[src/rtl/turn_pkg.sv]
`default_nettype none
// ============================================================================
// Module : turn_pkg
// Desc   : Shared turn codes, FSM state encoding, counter widths and small
//          decode helpers for the turn-signal input conditioner.
// Rev    : 1.0  initial release
// ============================================================================
package turn_pkg;

  // Counter widths match the widths of the timing parameters they count to.
  localparam int DB_CNT_W = 20;
  localparam int PHASE_W  = 25;

  // Direction codes consumed by the downstream sequencer (2'b11 is never sent).
  localparam logic [1:0] TURN_NONE  = 2'b00;
  localparam logic [1:0] TURN_LEFT  = 2'b01;
  localparam logic [1:0] TURN_RIGHT = 2'b10;

  // Mode state machine encoding.
  typedef enum logic [2:0] {
    ST_IDLE  = 3'd0,
    ST_LEFT  = 3'd1,
    ST_RIGHT = 3'd2,
    ST_HAZ_L = 3'd3,
    ST_HAZ_R = 3'd4
  } state_t;

  // Steady-state mode implied by the debounced stalk contacts. Both contacts
  // closed at once can only be a stalk fault, so it reads as no direction.
  function automatic state_t stalk_state(input logic stalk_l, input logic stalk_r);
    state_t st;
    st = ST_IDLE;
    if (stalk_l && !stalk_r) begin
      st = ST_LEFT;
    end else if (stalk_r && !stalk_l) begin
      st = ST_RIGHT;
    end
    return st;
  endfunction

  // Direction code driven while in a given state; hazard sides reuse the
  // left/right codes so the sequencer needs no hazard-specific handling.
  function automatic logic [1:0] turn_code(input state_t st);
    logic [1:0] code;
    code = TURN_NONE;
    case (st)
      ST_LEFT, ST_HAZ_L:  code = TURN_LEFT;
      ST_RIGHT, ST_HAZ_R: code = TURN_RIGHT;
      default:            code = TURN_NONE;
    endcase
    return code;
  endfunction

  // True while hazard mode is latched, whichever side is currently lit.
  function automatic logic is_hazard(input state_t st);
    return (st == ST_HAZ_L) || (st == ST_HAZ_R);
  endfunction

endpackage
`default_nettype wire

[src/rtl/debounce_sync.sv]
`default_nettype none
// ============================================================================
// Module : debounce_sync
// Desc   : Two-flop synchroniser followed by a stable-count debouncer for one
//          raw asynchronous contact. The debounced level only changes after
//          the synchronised input has differed from it for DEBOUNCE_CYCLES
//          consecutive clocks; any return to the current level restarts the
//          count, so shorter pulses never reach the output.
// Rev    : 1.0  initial release
// ============================================================================
module debounce_sync
  import turn_pkg::*;
#(
  parameter logic [DB_CNT_W-1:0] DEBOUNCE_CYCLES = 20'd500000
) (
  input  logic clk,
  input  logic rst,
  input  logic raw,
  output logic level
);

  // Terminal count: the level flips on the clock where the count has already
  // reached this value, i.e. the DEBOUNCE_CYCLES-th consecutive differing sample.
  localparam logic [DB_CNT_W-1:0] CNT_LAST = DEBOUNCE_CYCLES - 1'b1;

  logic                sync_meta;
  logic                sync_q;
  logic [DB_CNT_W-1:0] count;

  // Two-flop synchroniser; sync_meta may go metastable and is never used directly.
  always_ff @(posedge clk or posedge rst) begin
    if (rst) begin
      sync_meta <= 1'b0;
      sync_q    <= 1'b0;
    end else begin
      sync_meta <= raw;
      sync_q    <= sync_meta;
    end
  end

  // Stable-count debounce: count while the synced input disagrees, flip and clear at terminal count.
  always_ff @(posedge clk or posedge rst) begin
    if (rst) begin
      count <= '0;
      level <= 1'b0;
    end else if (sync_q == level) begin
      count <= '0;
    end else if (count == CNT_LAST) begin
      level <= sync_q;
      count <= '0;
    end else begin
      count <= count + 1'b1;
    end
  end

endmodule
`default_nettype wire

[src/rtl/turn_input_ctrl.sv]
`default_nettype none
// ============================================================================
// Module : turn_input_ctrl
// Desc   : Turn-signal front end. Synchronises and debounces the left/right
//          stalk contacts and the hazard pushbutton, runs the left / right /
//          hazard mode machine and drives the registered direction code and
//          enable used by the downstream turn-signal sequencer.
// Rev    : 1.0  initial release
// ============================================================================
module turn_input_ctrl
  import turn_pkg::*;
#(
  parameter logic [DB_CNT_W-1:0] DEBOUNCE_CYCLES = 20'd500000,
  parameter logic [PHASE_W-1:0]  HAZ_PERIOD      = 25'd10000000
) (
  input  logic       clk,
  input  logic       rst,
  input  logic       sw_left,
  input  logic       sw_right,
  input  logic       btn_hazard,
  output logic [1:0] turn,
  output logic       hazard,
  output logic       hazard_mode
);

  // Last phase count of a hazard side; the side flips on the clock after it.
  localparam logic [PHASE_W-1:0] PHASE_LAST = HAZ_PERIOD - 1'b1;

  logic               db_left;
  logic               db_right;
  logic               db_haz;
  logic               db_haz_q;
  logic               haz_evt;
  state_t             state;
  state_t             state_next;
  logic [PHASE_W-1:0] phase;
  logic [PHASE_W-1:0] phase_next;

  // --------------------------------------------------------------------------
  // Input conditioning: one synchroniser + debouncer per raw contact.
  // --------------------------------------------------------------------------
  debounce_sync #(
    .DEBOUNCE_CYCLES (DEBOUNCE_CYCLES)
  ) u_db_left (
    .clk   (clk),
    .rst   (rst),
    .raw   (sw_left),
    .level (db_left)
  );

  debounce_sync #(
    .DEBOUNCE_CYCLES (DEBOUNCE_CYCLES)
  ) u_db_right (
    .clk   (clk),
    .rst   (rst),
    .raw   (sw_right),
    .level (db_right)
  );

  debounce_sync #(
    .DEBOUNCE_CYCLES (DEBOUNCE_CYCLES)
  ) u_db_hazard (
    .clk   (clk),
    .rst   (rst),
    .raw   (btn_hazard),
    .level (db_haz)
  );

  // Previous debounced button level, so a press is seen once and a release never.
  always_ff @(posedge clk or posedge rst) begin
    if (rst) begin
      db_haz_q <= 1'b0;
    end else begin
      db_haz_q <= db_haz;
    end
  end

  // One-cycle toggle request on the debounced press edge.
  assign haz_evt = db_haz & ~db_haz_q;

  // Next mode and hazard phase: a press always wins over a stalk change in the same cycle.
  always_comb begin
    state_next = state;
    phase_next = phase;
    case (state)
      ST_IDLE, ST_LEFT, ST_RIGHT: begin
        phase_next = '0;
        if (haz_evt) begin
          state_next = ST_HAZ_L;
        end else begin
          state_next = stalk_state(db_left, db_right);
        end
      end
      ST_HAZ_L, ST_HAZ_R: begin
        if (haz_evt) begin
          // Leaving hazard lands directly on whatever the stalk says right now.
          state_next = stalk_state(db_left, db_right);
          phase_next = '0;
        end else if (phase == PHASE_LAST) begin
          phase_next = '0;
          state_next = (state == ST_HAZ_L) ? ST_HAZ_R : ST_HAZ_L;
        end else begin
          // Stalk movement is deliberately ignored while hazard is latched.
          phase_next = phase + 1'b1;
        end
      end
      default: begin
        state_next = ST_IDLE;
        phase_next = '0;
      end
    endcase
  end

  // Mode register with outputs decoded from the next state, so they change on the same edge as the state.
  always_ff @(posedge clk or posedge rst) begin
    if (rst) begin
      state       <= ST_IDLE;
      phase       <= '0;
      turn        <= TURN_NONE;
      hazard      <= 1'b0;
      hazard_mode <= 1'b0;
    end else begin
      state       <= state_next;
      phase       <= phase_next;
      turn        <= turn_code(state_next);
      hazard      <= (state_next != ST_IDLE);
      hazard_mode <= is_hazard(state_next);
    end
  end

endmodule
`default_nettype wire
[config.mk]
export PLATFORM = sky130hd
export DESIGN_NAME = turn_input_ctrl
export DESIGN_NICKNAME = d
export VERILOG_FILES = /design/src/rtl/turn_pkg.sv /design/src/rtl/debounce_sync.sv /design/src/rtl/turn_input_ctrl.sv
export SDC_FILE = /design/constraint.sdc
export NUM_CORES = 1
export LEC_CHECK = 0
export BUFFER_PORTS_ARGS = -buffer_cell sky130_fd_sc_hd__buf_2
export CORE_ASPECT_RATIO = 2
export CORE_MARGIN = 2
export CORE_UTILIZATION = 55
export DETAILED_ROUTE_END_ITERATION = 10
export GPL_ROUTABILITY_DRIVEN = 0
export PLACE_DENSITY = 0.71
export SLEW_MARGIN = 20
export SYNTH_ARGS = -nofsm -noshare
export SYNTH_HDL_FRONTEND = slang
export SYNTH_SLANG_ARGS = --single-unit
[constraint.sdc]
create_clock -name clk -period 3.4 [get_ports clk]
set_input_delay 0.34 -clock clk [delete_from_list [all_inputs] [get_ports clk]]
set_output_delay 0.34 -clock clk [all_outputs]
set_load 0.01 [all_outputs]
; ---- Word-level counts from Yosys, hierarchy flattened
; Index checks and enable logic that the tools add are counted.
[totals]
reg_bits = 102
inputBits = 5
out_inout_bits = 4
elab_cells = 73
[classes]
addsub = 4
n_eq_ne = 15
muxes = 17
bitwise_logic = 5
reduce_logical = 14
[op_table]
columns = operator, count
row1 = 2-to-1 mux 20 bit, 6
row2 = 2-to-1 mux 25 bit, 3
row3 = "adder 20 x 1 -> 20 bit, second input constant", 3
row4 = "equality test 20 x 19 -> 1 bit, second input constant", 3
row5 = "adder 25 x 1 -> 25 bit, second input constant", 1
row6 = "equality test 25 x 24 -> 1 bit, second input constant", 1
row7 = 2-to-1 mux 3 bit, 5
row8 = "equality test 3 x 2 -> 1 bit, second input constant", 4
row9 = "equality test 3 x 1 -> 1 bit, second input constant", 2
row10 = "equality test 3 bit, second input constant", 2
row11 = one-hot mux 3 bit (2 select lines), 1
row12 = AND reduction 2 bit, 3
row13 = OR reduction 2 bit, 3
row14 = NOT 1 bit, 4
row15 = one-hot mux 2 bit (2 select lines), 1
row16 = equality test 1 bit, 3
row17 = zero test 3 bit, 1
row18 = nonzero test 3 bit, 1
row19 = OR reduction 3 bit, 1
row20 = logical AND 1 bit, 2
row21 = zero test 1 bit, 2
row22 = 2-to-1 mux 2 bit, 1
row23 = bitwise AND 1 bit, 1
row24 = logical OR 1 bit, 1

; ---- Logic depth before layout (Yosys ltp)
[depth]
word_depth = 9
mapped_depth = 9
mapped_depth_nobuf = 6

; ---- By module
; From an unflattened synthesis, not the netlist that was laid out.
[hier_totals]
hier_cells = 500
area_unflattened_um2 = 5141.2
[modules_own_cells]
columns = mod, n_inst, cells_each, area_per_inst_um2, seq_area_each_um2
row1 = debounce_sync, 3, 111, 1144.8, 575.6
row2 = turn_input_ctrl, 1, 167, 1706.6, 825.8

; ---- Worst setup path before layout
; OpenSTA, ideal clock, no wires.
[synth_timing]
kind = register to register
from = register phase[7]
to = register turn[1]
setup_time_ns = 0.080
arrival_ns = 1.994
t_required_ns = 3.320
path_slack_ns = 1.326
stages_incl_launch_ff = 7
n_path_buf = 1
synth_period_minus_slack_ns = 2.074
cell_sequence = dfrtp_1 nor4b_1 nand3_1 or4_1 buf_2 or4_1 o211ai_2
[synth_via]
elab_chain_len = 7
elab_cells_between_ends = 11
classes_between = eq/ne: 5 / mux: 4 / reduce/logical: 2
[synth_lines]
columns = element, line_no
row1 = start: declaration, turn_input_ctrl.sv:36  ; logic [PHASE_W-1:0] phase;
row2 = start signal: assignment, turn_input_ctrl.sv:124  ; phase <= phase_next;
row3 = equality test 25 x 24 -> 1 bit (*), turn_input_ctrl.sv:99  ; end else if (phase == PHASE_LAST) begin
row4 = 2-to-1 mux 3 bit (*), turn_input_ctrl.sv:99
row5 = 2-to-1 mux 3 bit (*), turn_input_ctrl.sv:95  ; if (haz_evt) begin
row6 = one-hot mux 3 bit (2 select lines) (*), turn_input_ctrl.sv:85  ; case (state)
row7 = equality test 3 bit (tied with other cells), turn_pkg.sv:46  ; case (st)
row8 = OR reduction 2 bit, turn_pkg.sv:46
row9 = one-hot mux 2 bit (2 select lines) (*), turn_pkg.sv:46
row10 = end signal: assignment, turn_input_ctrl.sv:125  ; turn <= turn_code(state_next);
row11 = end: declaration, turn_input_ctrl.sv:21  ; output logic [1:0] turn,
; Every way passes the cells marked *; elsewhere a longest branch is shown, timed or not.
; A chain may end at the register's enable or synchronous reset.

; ---- Worst setup path after layout
[layout_timing]
from = register u_db_right.count[0]
to = register u_db_right.count[2]
[layout_via]
elab_chain_len = 3
elab_cells_between_ends = 4
classes_between = add/sub: 1 / eq/ne: 1 / mux: 2
[layout_lines]
columns = element, line_no
row1 = start: declaration, debounce_sync.sv:28  ; logic [DB_CNT_W-1:0] count;
row2 = start signal: assignment, debounce_sync.sv:52  ; count <= count + 1'b1;
row3 = adder 20 x 1 -> 20 bit or equality test 20 x 19 -> 1 bit (tied branches), "debounce_sync.sv:52, debounce_sync.sv:48"
row4 = 2-to-1 mux 20 bit (*), debounce_sync.sv:48  ; end else if (count == CNT_LAST) begin
row5 = 2-to-1 mux 20 bit (*), debounce_sync.sv:46  ; end else if (sync_q == level) begin
; Marked as above.

==> flow_metrics.env <==
export IMPL_cp_slowest_cell="or2_1"
export IMPL_post_cts_setup_buffer_count=0
export IMPL_ys_warn_count=0
export IMPL_regToRegSetupSlack_ps=1070
export IMPL_p_per_area_nw_per_um2=444.5
export IMPL_yosys_register_bits=102
export IMPL_min_to="u_db_hazard.sync_meta$_DFF_PP0_"
export IMPL_postSynthCellCount=490
export IMPL_grt_pass1_wl_um=16040
export IMPL_ant_nets=0
export IMPL_grt_met3_usage_pct=4.050
export IMPL_syn_num_nets=499
export IMPL_worstPathArrival_ps=2540
export IMPL_cts_tree="yes"
export IMPL_worstSetupStartpointType="flip-flop"
export IMPL_syn_area_per_cell_um2=9.925
export IMPL_grt_ovfl_total=0
export IMPL_grt_util_met1_pct=24.81
export IMPL_critPathTopFamily="simple AND/OR/NAND/NOR gates"
export IMPL_grt_max_degree=58
export IMPL_tns_ps=0
export IMPL_worstPathMaxFanout=19
export IMPL_clock_latency_ps=350
export IMPL_num_vias=3418
export IMPL_worst_path_buf_inv=0
export IMPL_seqCellArea_um2=2552
export IMPL_path_clk_slew_ps=70
export IMPL_r2r_end="u_db_right.count[2]$_DFF_PP0_"
export IMPL_rows=48
export IMPL_nets=506
export IMPL_crit_type="reg2reg"
export IMPL_leakagePower_nw=2.249
export IMPL_cts_resized=0
export IMPL_io_pins=9
export IMPL_die_w_um=70.49
export IMPL_max_stage_delay_ps=590
export IMPL_layout_setup_ws_ps=1067
export IMPL_setup_viol=0
export IMPL_required_ps=3610
export IMPL_maxSlewViolCount=0
export IMPL_worstMarginPinSlew_ps=902.4
export IMPL_dr_pass1_iters=6
export IMPL_dp_hpwl_um=6057
export IMPL_via_per_inst=5.678
export IMPL_coreArea_um2=8588
export IMPL_fmax_mhz=428.7
export IMPL_drt_total_wl_um=8928
export IMPL_numPortBuffers=8
export IMPL_multi_input_area_um2=2205
export IMPL_dp_cells=586
export IMPL_route_detailed_drc=0
export IMPL_ys_top_cells_by_area="dfrtp_1 52%, nor2_1 8.4%, xnor2_1 7.2%"
export IMPL_hold_buffers=0
export IMPL_finalNonFillerCells=602
export IMPL_numCtsBuffers=9
export IMPL_cp_depth=6
export IMPL_max_slew_margin_pct=39.71
export IMPL_ff2ff_path_depth=6
export IMPL_clk_path_buf_depth=2
export IMPL_reg2reg_from="u_db_right.count[0]$_DFF_PP0_"
export IMPL_synth_seq_area_share_pct=52.48
export IMPL_status="finished, final reports clean"
export IMPL_critical_path_cell_chain="ha_1 -> and4_1 -> nand2_1 -> nor4_1 -> or2_1 -> nor2_1"
export IMPL_final_min_clock_period_ps=2333
export IMPL_grt_busiest_layer="met2"
export IMPL_first_iter_violations=146
export IMPL_wl_per_cell_um=14.83
export IMPL_die_y_um=137.0
export IMPL_grt_pass1_vias=3523
export IMPL_start_util_pct=56.63
export IMPL_total_power_mw=2.355
export IMPL_synthesis_area_um2=4863
export IMPL_use_met2_pct=36.01
export IMPL_diodes=0
export IMPL_yosysTopAreaCellShare_pct=52.48
export IMPL_layout_drive_gt1_share_pct=7.171
export IMPL_antenna_found_initial=0
export IMPL_peakVddDrop_mv=0.3541
export IMPL_rsz0062_at_grt="no"
export IMPL_cts_root_buf="clkbuf_16"
export IMPL_hold_viol=0
export IMPL_clkSinkCount=102
export IMPL_hold_path_class="in2reg"
export IMPL_hp_start="btn_hazard"
export IMPL_htreeDepth=3
export IMPL_maxCapViolCount=0
export IMPL_place_ws_ps=1117
export IMPL_fin_crit_sh_pct=68.61
export IMPL_die_area_um2=9656
export IMPL_synthDistinctLibCells=42
export IMPL_fin_skew_ps=6.046
export IMPL_endpoint_kind="flip-flop"
export IMPL_hold_depth=1
export IMPL_yosysTopAreaCell="dfrtp_1"
export IMPL_fill_cells=747
export IMPL_area_growth_pct=8.927
export IMPL_grt_total_usage_pct=20.80
==> worst register-to-register path, stage by stage (launching register included) <==
cell and delay, ps:
dfrtp_1 390, ha_1 210, and4_1 330, nand2_1 110, nor4_1 440, or2_1 590
nor2_1 120
==> cells by family (layout without fill, tap and decap cells) <==
family                   count (synthesis)  after routing  synth area share [%]
multiplexers                             5              5                 1.132
flip-flops                             102            102                 52.48
buffers and inverters                   26             38                 2.187
adder cells (fa/ha/maj)                  4              4                 1.029
XOR/XNOR                                80             80                 14.41
AND/OR/NAND/NOR                        259            259                 26.78
AO/OA/AOI/OAI                           14             14                 1.981
==> Yosys cell counts <==
cell type / n
a311oi_1: 3
nand3_1: 32
mux2i_1: 1
inv_1: 11
o21ai_0: 2
dfrtp_1: 102
o21ai_1: 1
and2_1: 2
xor2_1: 40
nor4_1: 7
nor2b_1: 6
nand3b_1: 1
nand4b_1: 1
nor3_1: 15
nor2_1: 109
and4_1: 13
nor4b_1: 4
nand2_1: 28
or2_1: 2
o31ai_1: 1
nand4_1: 13
or4_1: 4
or4b_1: 1
and3_1: 11
or3b_2: 1
o31a_1: 1
or2_2: 1
buf_2: 7
and4_4: 1
xnor2_1: 40
nor3b_1: 1
o211ai_2: 1
nand2b_1: 3
ha_1: 4
or4bb_1: 1
mux2_2: 3
mux2_1: 1
a21oi_1: 4
nor4bb_1: 1
clkbuf_1: 8
o22ai_1: 1
nand3_4: 1
==> metrics by stage <==
| step | hold WS [ps] | cell area (um^2) | utilization, % |
|---|---|---|---|
| floorplan | 331.2 | 4863 | - |
| global route | 86.94 | 5298 | 61.68 |
| global placement | 334.1 | 4989 | 58.09 |
| finish | 100.1 | 5298 | 61.68 |
| detailed placement | 334.7 | 4989 | 58.09 |
| CTS | 92.64 | 5298 | 61.68 |
==> power breakdown <==
part | switching [mW] | total, mW | internal [mW]
Combinational | 0.0433 | 0.0571 | 0.0138
Sequential | 0.0110 | 1.24 | 1.23
Clock | 0.450 | 1.06 | 0.611
Total | 0.505 | 2.35 | 1.85
==> metal layers <==
| layer | share of wire [%] | up-vias |
|---|---|---|
| met5 | 0 | - |
| met4 | 2.4 | 0 |
| met3 | 1.8 | 18 |
| met2 | 53 | 31 |
| met1 | 43 | 1699 |
| li1 | - | 1670 |
==> worst max-delay path by stage <==
stage / endpoint / from / slack, ps
floorplan: db_haz_q$_DFF_PP0_ / rst / 380
global placement: turn[1]$_DFF_PP0_ / phase[0]$_DFF_PP0_ / 1170
detailed placement: u_db_right.count[2]$_DFF_PP0_ / u_db_right.count[0]$_DFF_PP0_ / 1120
CTS: u_db_right.count[2]$_DFF_PP0_ / u_db_right.count[0]$_DFF_PP0_ / 1090
global route: u_db_right.count[10]$_DFF_PP0_ / u_db_right.count[0]$_DFF_PP0_ / 920
finish: u_db_right.count[2]$_DFF_PP0_ / u_db_right.count[0]$_DFF_PP0_ / 1070
==> layout by cell type (no fill, tap or decap), drive strengths merged, types with 2 or more instances in the layout <==
| master | synthesis | layout |
|---|---|---|
| nand4 | 13 | 13 |
| a311oi | 3 | 3 |
| nand2b | 3 | 3 |
| o21ai | 3 | 3 |
| dfrtp | 102 | 102 |
| and2 | 2 | 2 |
| mux2 | 4 | 4 |
| inv | 11 | 12 |
| or4 | 4 | 4 |
| nand2 | 28 | 28 |
| nand3 | 33 | 33 |
| and3 | 11 | 11 |
| a21oi | 4 | 4 |
| xnor2 | 40 | 40 |
| nor2b | 6 | 6 |
| and4 | 14 | 14 |
| or2 | 3 | 3 |
| buf | 7 | 11 |
| xor2 | 40 | 40 |
| clkbuf | 8 | 11 |
| nor4 | 7 | 7 |
| ha | 4 | 4 |
| nor3 | 15 | 15 |
| nor2 | 109 | 109 |
| nor4b | 4 | 4 |
| clkinv | 0 | 2 |
==> cell type report <==
| type | instances | area share, % |
|---|---|---|
| repair buffers | 11 | 1.181 |
| clock inverters | 5 | 1.063 |
| flip-flops and latches | 102 | 48.18 |
| multi-input cells | 362 | 41.62 |
| inverters | 11 | 0.8266 |
| clock buffers | 11 | 4.771 |
| well taps | 100 | 2.362 |
==> state kept, by name (all words and copies together) (netlist names) <==
name,count
state,3
u_db_left.sync_q,1
u_db_left.sync_meta,1
u_db_hazard.sync_meta,1
u_db_hazard.sync_q,1
db_haz_q,1
u_db_left.level,1
u_db_right.count,20
hazard,1
turn,2
u_db_hazard.level,1
u_db_hazard.count,20
u_db_left.count,20
u_db_right.sync_q,1
u_db_right.level,1
hazard_mode,1
phase,25
u_db_right.sync_meta,1
Note: power is estimated with default switching activity, not from simulation.
